`config.mk`:
```
export PLATFORM = sky130hd
export DESIGN_NAME = load_store_unit
export DESIGN_NICKNAME = d
export VERILOG_FILES = /design/src/rtl/load_store_unit.sv
export SDC_FILE = /design/constraint.sdc
export NUM_CORES = 1
export LEC_CHECK = 0
export ABC_AREA = 1
export BUFFER_PORTS_ARGS = -buffer_cell sky130_fd_sc_hd__buf_2
export CAP_MARGIN = 20
export CORE_ASPECT_RATIO = 0.5
export CORE_MARGIN = 2
export CORE_UTILIZATION = 59
export CTS_BUF_LIST = sky130_fd_sc_hd__clkbuf_2
export CTS_CLUSTER_DIAMETER = 100
export DETAILED_ROUTE_END_ITERATION = 6
export GPL_TIMING_DRIVEN = 0
export HOLD_SLACK_MARGIN = 0.12
export PLACE_DENSITY_LB_ADDON = 0.1
export SETUP_SLACK_MARGIN = 0.15
export SYNTH_ARGS = -nofsm -noshare
export SYNTH_HDL_FRONTEND = slang
export SYNTH_SLANG_ARGS = --single-unit
```
`constraint.sdc`:
```
create_clock -name clk_i -period 15 [get_ports clk_i]
set_input_delay 2.25 -clock clk_i [delete_from_list [all_inputs] [get_ports clk_i]]
set_output_delay 2.25 -clock clk_i [all_outputs]
set_load 0.1 [all_outputs]
```
`src/rtl/load_store_unit.sv`:
```
// rtl/load_store_unit.sv - byte/half/word load-store unit with read-modify-write for sub-word stores
module load_store_unit #(
    parameter int NUMWORDS = 4096
) (
    input  logic                 clk_i,
    input  logic                 rst_i,
    input  logic                 req_valid_i,
    output logic                 req_ready_o,
    input  logic                 req_we_i,
    input  logic [1:0]           req_size_i,
    input  logic                 req_unsigned_i,
    input  logic [31:0]          req_addr_i,
    input  logic [31:0]          req_wdata_i,
    output logic                 resp_valid_o,
    output logic [31:0]          resp_rdata_o,
    output logic                 resp_err_o,
    output logic                 mem_read_en_o,
    output logic [$clog2(NUMWORDS)-1:0] mem_read_addr_o,
    input  logic                 mem_read_valid_i,
    input  logic [31:0]          mem_read_data_i,
    output logic                 mem_write_en_o,
    output logic [$clog2(NUMWORDS)-1:0] mem_write_addr_o,
    output logic [31:0]          mem_write_data_o
);
    localparam int ADDR_SIZE = $clog2(NUMWORDS);
    localparam logic [31:0] NUMWORDS_W = 32'(NUMWORDS);

    typedef enum logic [1:0] {IDLE, READ, WRITE, RESP} state_t;

    state_t                state_q, state_d;
    logic                  pend_q, pend_d;
    logic [31:0]           addr_q, addr_d;
    logic [1:0]            size_q, size_d;
    logic                  uns_q, uns_d;
    logic                  we_q, we_d;
    logic [31:0]           wdata_q, wdata_d;

    logic                  ready_q, ready_d;
    logic                  resp_valid_q, resp_valid_d;
    logic [31:0]           resp_rdata_q, resp_rdata_d;
    logic                  resp_err_q, resp_err_d;
    logic                  rd_en_q, rd_en_d;
    logic [ADDR_SIZE-1:0]  rd_addr_q, rd_addr_d;
    logic                  wr_en_q, wr_en_d;
    logic [ADDR_SIZE-1:0]  wr_addr_q, wr_addr_d;
    logic [31:0]           wr_data_q, wr_data_d;

    logic [ADDR_SIZE-1:0]  word_addr;
    logic                  req_err;
    logic [4:0]            shamt;
    logic [31:0]           lane;
    logic [31:0]           lane_mask;
    logic [31:0]           merged;
    logic [31:0]           load_val;

    assign word_addr = addr_q[ADDR_SIZE+1:2];
    assign req_err   = (size_q == 2'b11)
                    || (size_q == 2'b01 && addr_q[0])
                    || (size_q == 2'b10 && addr_q[1:0] != 2'b00)
                    || ({2'b00, addr_q[31:2]} >= NUMWORDS_W);

    // Half accesses are always half-aligned here, so one byte-granular shift serves both sizes.
    assign shamt     = {addr_q[1:0], 3'b000};
    assign lane      = mem_read_data_i >> shamt;
    assign lane_mask = (size_q == 2'b00) ? 32'h0000_00ff : 32'h0000_ffff;
    assign merged    = (mem_read_data_i & ~(lane_mask << shamt)) | ((wdata_q & lane_mask) << shamt);

    always_comb begin
        load_val = mem_read_data_i;
        case (size_q)
            2'b00:   load_val = uns_q ? {24'h0, lane[7:0]}  : {{24{lane[7]}}, lane[7:0]};
            2'b01:   load_val = uns_q ? {16'h0, lane[15:0]} : {{16{lane[15]}}, lane[15:0]};
            default: load_val = mem_read_data_i;
        endcase
    end

    always_comb begin
        state_d      = state_q;
        pend_d       = pend_q;
        addr_d       = addr_q;
        size_d       = size_q;
        uns_d        = uns_q;
        we_d         = we_q;
        wdata_d      = wdata_q;
        resp_valid_d = 1'b0;
        resp_rdata_d = 32'h0;
        resp_err_d   = 1'b0;
        rd_en_d      = 1'b0;
        rd_addr_d    = '0;
        wr_en_d      = 1'b0;
        wr_addr_d    = '0;
        wr_data_d    = 32'h0;

        case (state_q)
            IDLE: begin
                // The accept cycle only captures; the captured request is decoded one cycle later.
                if (pend_q) begin
                    pend_d = 1'b0;
                    if (req_err) begin
                        state_d      = RESP;
                        resp_valid_d = 1'b1;
                        resp_err_d   = 1'b1;
                    end else if (!we_q || size_q != 2'b10) begin
                        state_d   = READ;
                        rd_en_d   = 1'b1;
                        rd_addr_d = word_addr;
                    end else begin
                        state_d   = WRITE;
                        wr_en_d   = 1'b1;
                        wr_addr_d = word_addr;
                        wr_data_d = wdata_q;
                    end
                end else if (req_valid_i && ready_q) begin
                    pend_d  = 1'b1;
                    addr_d  = req_addr_i;
                    size_d  = req_size_i;
                    uns_d   = req_unsigned_i;
                    we_d    = req_we_i;
                    wdata_d = req_wdata_i;
                end
            end
            READ: begin
                if (mem_read_valid_i) begin
                    if (we_q) begin
                        state_d   = WRITE;
                        wr_en_d   = 1'b1;
                        wr_addr_d = word_addr;
                        wr_data_d = merged;
                    end else begin
                        state_d      = RESP;
                        resp_valid_d = 1'b1;
                        resp_rdata_d = load_val;
                    end
                end else begin
                    rd_en_d   = 1'b1;
                    rd_addr_d = word_addr;
                end
            end
            WRITE: begin
                state_d      = RESP;
                resp_valid_d = 1'b1;
            end
            RESP: begin
                state_d = IDLE;
            end
            default: begin
                state_d = IDLE;
            end
        endcase

        ready_d = (state_d == IDLE) && !pend_d;
    end

    always_ff @(posedge clk_i or posedge rst_i) begin
        if (rst_i) begin
            state_q      <= IDLE;
            pend_q       <= 1'b0;
            addr_q       <= 32'h0;
            size_q       <= 2'b00;
            uns_q        <= 1'b0;
            we_q         <= 1'b0;
            wdata_q      <= 32'h0;
            ready_q      <= 1'b1;
            resp_valid_q <= 1'b0;
            resp_rdata_q <= 32'h0;
            resp_err_q   <= 1'b0;
            rd_en_q      <= 1'b0;
            rd_addr_q    <= '0;
            wr_en_q      <= 1'b0;
            wr_addr_q    <= '0;
            wr_data_q    <= 32'h0;
        end else begin
            state_q      <= state_d;
            pend_q       <= pend_d;
            addr_q       <= addr_d;
            size_q       <= size_d;
            uns_q        <= uns_d;
            we_q         <= we_d;
            wdata_q      <= wdata_d;
            ready_q      <= ready_d;
            resp_valid_q <= resp_valid_d;
            resp_rdata_q <= resp_rdata_d;
            resp_err_q   <= resp_err_d;
            rd_en_q      <= rd_en_d;
            rd_addr_q    <= rd_addr_d;
            wr_en_q      <= wr_en_d;
            wr_addr_q    <= wr_addr_d;
            wr_data_q    <= wr_data_d;
        end
    end

    assign req_ready_o      = ready_q;
    assign resp_valid_o     = resp_valid_q;
    assign resp_rdata_o     = resp_rdata_q;
    assign resp_err_o       = resp_err_q;
    assign mem_read_en_o    = rd_en_q;
    assign mem_read_addr_o  = rd_addr_q;
    assign mem_write_en_o   = wr_en_q;
    assign mem_write_addr_o = wr_addr_q;
    assign mem_write_data_o = wr_data_q;
endmodule
```
Yosys cells after proc, flatten, opt, wreduce, memory -nomap -nowiden
Index checks and enable logic that the tools add are counted.

word-level totals
  logic and storage cells = 97
  output and inout bits = 93
  RAM bits = 0
  register bits = 164
  latch bits = 0
  bits in read-only memories = 0
  bits of input ports = 104
  memories = 0

operators by class
  reduce and logical (&&, ||, !) cells = 15
  shift-type cells = 3
  multiplexer cells = 50
  $mul = 0
  magnitude comparators = 1
  equality and inequality tests = 7
  bitwise gates (word level) = 5
  div/mod/pow operators = 0
  add/sub/neg operators = 0

operator list
  kind                                                   count
  two-way mux 32 bit                                     10
  case mux 32 bit (2 select lines)                       2
  two-way mux 12 bit                                     9
  case mux 12 bit (2 select lines)                       2
  AND 32 x 16 -> 32 bit                                  1
  AND 32 bit                                             1
  NOT 32 bit                                             1
  bitwise OR 32 bit                                      1
  left shift 16 x 5 -> 32 bit                            1
  left shift 32 x 5 -> 32 bit                            1
  right shift 32 x 5 -> 16 bit                           1
  >= comparator 30 x 13 -> 1 bit, second input constant  1
  two-way mux 1 bit                                      18
  two-way mux 16 bit                                     1
  equality test 2 bit, second input constant             4
  two-way mux 2 bit                                      4
  case mux 2 bit (4 select lines)                        1
  logical NOT 2 bit                                      3
  equality test 2 x 1 -> 1 bit, second input constant    2
  logical AND 1 bit                                      4
  logical OR 1 bit                                       4
  case mux 1 bit (2 select lines)                        2
  case mux 1 bit (3 select lines)                        1
  AND reduction 3 bit                                    1
  4 further kinds                                        5

Depth between registers and ports, before layout
  depth in word-level cells = 10
  depth in mapped cells = 11
  depth with buffers taken out = 9

Worst setup path after synthesis
No wires, ideal clock.

  path kind = in2reg
  start point = input port mem_read_data_i[23]
  end point = register resp_rdata_q[21], in the netlist resp_rdata_o[21]
  data required time = 14879 ps
  setup slack = 11850 ps
  library setup time = 121 ps
  arrival time = 3029 ps
  stages = 9
  path buffers = 1
  cells stage by stage = inv_1 nand2_1 nand3_1 nand3_2 nand3_4 nand3_2 nand2_4 buf_12 nor2_4

on the way
  cells in the longest elaborated chain, start to end = 6
  elaborated cells on any way between the ends = 7
  those cells by class = 1 x shift; 6 x mux

ends and longest elaborated chain
  what                                          RTL line  RTL
  start: declaration                            20        input logic [31:0] mem_read_data_i,
  right shift 32 x 5 -> 16 bit (*)              64        assign lane = mem_read_data_i >> shamt;
  two-way mux 32 bit, on equally long branches  72, 71
  case mux 32 bit (2 select lines) (*)          70        case (size_q)
  two-way mux 32 bit (*)                        124       if (we_q) begin
  two-way mux 32 bit (*)                        123       if (mem_read_valid_i) begin
  two-way mux 32 bit (*)                        94        case (state_q)
  net resp_rdata_d[21]                          40        logic [31:0] resp_rdata_q, resp_rdata_d;
  end signal: assignment                        182       resp_rdata_q <= resp_rdata_d;
  end: declaration                              40

The timed path passes the listed nets; every way through them passes the cells marked *.
A chain may end at the register's enable or synchronous reset.

Final worst setup path
  start point = register ready_q, in the netlist req_ready_o
  end point = output port req_ready_o

RTL lines
  what                      RTL line  RTL
  start: declaration        38        logic ready_q, ready_d;
  start signal: assignment  180       ready_q <= ready_d;
  end: declaration          8         output logic req_ready_o,

No word-level cell between the ends.

==> flow_metrics.py <==
metrics = {
    "pwr": {
        "p_per_area_mw_per_mm2": 201,
        "p_leak_nw": 5.10,
        "total_power_mw": 1.84,
        "power.ir.vdd_worst_mv": 0.131,
    },
    "logic_synthesis": {
        "async_flop_share": 1.00,
        "synth-main-ff-cell": "sky130_fd_sc_hd__dfrtp_1",
        "post-synth-top-area-fraction": 0.528,
        "synthesis.yosys.warnings": 0,
        "synthesis.area_per_instance_um2": 9.05,
        "synth_largest_area_cell": "sky130_fd_sc_hd__dfrtp_1",
        "yosys.cell_types.count": 34,
        "synth-seq-area-share": 0.532,
        "synth.top_cells.by_count": "sky130_fd_sc_hd__dfrtp_1, sky130_fd_sc_hd__nand2_1, sky130_fd_sc_hd__nor2_1, sky130_fd_sc_hd__inv_1, sky130_fd_sc_hd__nand4_1",
        "synthesized_nets": 957,
        "synth_edf_count": 0,
        "synthesis.instances": 853,
        "yosysMostFrequentCell": "sky130_fd_sc_hd__dfrtp_1",
        "ys_seq_elements": 164,
        "post_synth_instance_area_mm2": 0.00772,
        "largest_cells_by_area_after_synthesis": "sky130_fd_sc_hd__dfrtp_1, sky130_fd_sc_hd__nand2_1, sky130_fd_sc_hd__nand4_1",
    },
    "sta": {
        "setup_violations": 0,
        "min_period_ps": 4010,
        "setup_ws_ps": 10990,
        "timing.slew.headroom": 0.508,
        "finClkSkew_ps": 39.0,
        "fin_worst_hold_slack_ps": 533,
        "finalHoldViolCount": 0,
        "final-max-slew-violation-count": 0,
        "worstMarginPinSlew_ps": 738,
        "fin_crit_sh": 0.267,
        "rsz0062_at_grt": "false",
        "tns_ps": 0,
        "achievable-frequency_mhz": 250,
    },
    "clock_network": {
        "htree_levels": 4,
        "cts_resized": 0,
        "tritoncts.num_buffers": 17,
        "clk_pin_slew_worst_paths_ps": 250,
        "cts_tree": "yes",
        "clock_insertion_delay_worst_skew_ps": 740,
        "clk_path_buf_depth": 2,
        "clock_sink_count": 164,
        "post_cts_buffers": 0,
        "holdBufCountCts": 0,
        "ctsRootBufferMaster": "sky130_fd_sc_hd__clkbuf_2",
    },
    "worst_hold_path": {
        "timing.hold.worst.start": "wdata_q[16]$_DFFE_PP0P_",
        "min_delay_worst_endpoint": "wdata_q[16]$_DFFE_PP0P_",
        "worst_hold_stages": 1,
        "hp-class": "reg2reg",
    },
    "global_routing": {
        "antenna_found_initial": 0,
        "grt_first_pass_wirelength_um": 35700,
        "grt_util_all_layers": 0.329,
        "globalRouteOverflowTotal": 0,
        "first_global_vias": 6931,
        "pin_count_of_the_biggest_net_entering_global_routing": 105,
    },
    "critical_path": {
        "setup.worst_path.end_class": "output pin",
        "critical-path-top-delay-family": "flip-flops",
        "critPathKind": "reg2out",
        "critPathMaxStageDelay_ps": 600,
        "timing.critical_path.from_type": "flop",
        "worstPathCellList": "buf_2",
        "cp_slowest_cell": "sky130_fd_sc_hd__dfstp_2",
        "timing.critical_path.arrival_ps": 1760,
        "launch_point_of_the_worst_reg_to_reg_path": "size_q[0]$_DFFE_PP0P_",
        "ff2ff_setup_slack_ps": 12980,
        "crit_required_ps": 12750,
        "r2r_cells": 9,
        "timing.critical_path.fanout_max": 2,
        "worstReg2RegEnd": "mem_write_addr_o[9]$_DFF_PP0_",
        "timing.critical_path.buf_inv": 1,
    },
    "detailed_routing": {
        "drc": 2,
        "drt_first_pass_iters": 7,
        "wl_um": 22400,
        "antenna_left": 0,
        "routed_wire_length_per_instance_um": 17.9,
        "overall_via_count_from_detail_route": 7051,
        "initialDrtViolationCount": 566,
        "routed_via_count_divided_by_cell_count": 5.63,
    },
    "die": {
        "num_io_pins": 197,
        "floorplan.die_area_mm2": 0.0141,
        "die_width_um": 166,
        "initial_core_utilization": 0.606,
        "placementRows": 29,
        "core_region_area_mm2": 0.0127,
        "die_ht_um": 84.9,
    },
    "flow_run": {
        "maxCapViolations": 0,
    },
    "cells_and_area": {
        "drive_gt1_frac": 0.301,
        "areaGrowthSynthToFinish_pct": 19.0,
        "final_util": 0.722,
        "fin_nets": 1173,
        "antenna_cells": 0,
    },
    "placement": {
        "place.detailed.hpwl_um": 16600,
        "portBuffers": 196,
        "place_congestion": 0.968,
        "dp_slack_ps": 11300,
    },
    "run_status": {
        "failed_checks": "DRC",
        "outcome": "finished with violations",
    },
}
## worst register-to-register path, cell delays in order (launching register included)
cell and delay (ps):
sky130_fd_sc_hd__dfrtp_1 410, sky130_fd_sc_hd__buf_4 170, sky130_fd_sc_hd__inv_2 100, sky130_fd_sc_hd__nand2_1 170
sky130_fd_sc_hd__nor2_2 340, sky130_fd_sc_hd__inv_2 160, sky130_fd_sc_hd__clkbuf_1 270, sky130_fd_sc_hd__nor2_1 150
sky130_fd_sc_hd__nand4_1 110, sky130_fd_sc_hd__nand2_1 110
## logic make-up after synthesis
| family | synth area share |
|---|---|
| AOI/OAI and AO/OA | 0.0934 |
| muxes | 0.0627 |
| DFF | 0.532 |
| and+or+nand+nor | 0.235 |
| buffers and inverters | 0.0771 |
## metrics by stage
step,instances,cell area [µm²]
after floorplan,853,7720
after global placement,1219,8910
after detailed placement,1220,8950
after CTS,1252,9190
after global routing,1252,9190
final,1252,9190
## cell type report
cell class                      count  area, µm²
Sequential cell                   164       4110
Fill cell                         996       3550
Multi-Input combinational cell    553       3020
Timing Repair Buffer              197       1010
Inverter                           82        313
Buffer                             54        288
Tap cell                          170        213
Clock inverter                     14        154
Clock buffer                       18       90.1
## how the worst max path moves through the flow
stage,from,to,slack (ps),cells past startpoint
3_3_place_gp,rst_i,resp_rdata_o[9]$_DFF_PP0_,6780,2
2_1_floorplan,rst_i,addr_q[0]$_DFFE_PP0P_,8320,1
4_1_cts,req_ready_o$_DFF_PP1_,req_ready_o,10950,1
6_report,req_ready_o$_DFF_PP1_,req_ready_o,10990,1
3_5_place_dp,mem_read_valid_i,mem_write_data_o[18]$_DFF_PP0_,11300,6
5_1_grt,req_ready_o$_DFF_PP1_,req_ready_o,10880,1
## power by group
group / switching, mW / internal (mW)
clock: 0.168 / 0.0801
combinational: 0.713 / 0.230
sequential: 0.0812 / 0.572
## per-layer routing
layer / GRT usage / wire, µm / vias to the layer above / part of all wire
li1: - / - / 3277 / -
met1: 0.457 / 9650 / 3384 / 0.43
met2: 0.530 / 10200 / 357 / 0.46
met3: 0.0821 / 2150 / 33 / 0.096
met4: 0.0783 / 399 / 0 / 0.018
met5: 0 / 0 / - / 0
## registers in the layout, indices dropped and copies added (netlist names)
name,count
resp_valid_o,1
size_q,2
pend_q,1
resp_rdata_o,32
mem_read_en_o,1
req_ready_o,1
uns_q,1
mem_write_addr_o,12
addr_q,32
state_q,2
resp_err_o,1
mem_write_en_o,1
mem_read_addr_o,12
mem_write_data_o,32
wdata_q,32
we_q,1
## layout by cell type, fill, tap and decap left out, types with 2 or more instances in the layout
cell                         instances
sky130_fd_sc_hd__a21oi_1            54
sky130_fd_sc_hd__a21oi_2             2
sky130_fd_sc_hd__buf_1               5
sky130_fd_sc_hd__buf_2             212
sky130_fd_sc_hd__buf_4               3
sky130_fd_sc_hd__buf_6               5
sky130_fd_sc_hd__bufinv_16           2
sky130_fd_sc_hd__clkbuf_1           24
sky130_fd_sc_hd__clkbuf_2           18
sky130_fd_sc_hd__clkinv_1            3
sky130_fd_sc_hd__clkinv_4            2
sky130_fd_sc_hd__clkinvlp_4          2
sky130_fd_sc_hd__dfrtp_1           163
sky130_fd_sc_hd__inv_1              72
sky130_fd_sc_hd__inv_2               8
sky130_fd_sc_hd__inv_6               4
sky130_fd_sc_hd__inv_8               2
sky130_fd_sc_hd__mux2_1              6
sky130_fd_sc_hd__mux2_2             37
sky130_fd_sc_hd__nand2_1           161
sky130_fd_sc_hd__nand2_2             2
sky130_fd_sc_hd__nand3_1            25
sky130_fd_sc_hd__nand3_2             2
sky130_fd_sc_hd__nand4_1            70
sky130_fd_sc_hd__nor2_1             96
sky130_fd_sc_hd__nor2_2              4
sky130_fd_sc_hd__nor2_4             13
sky130_fd_sc_hd__nor3_1              3
sky130_fd_sc_hd__o211ai_1            7
sky130_fd_sc_hd__o21ai_0            41
sky130_fd_sc_hd__o221ai_1            7
sky130_fd_sc_hd__o22ai_1            17
(Power assumes the default switching activity.)
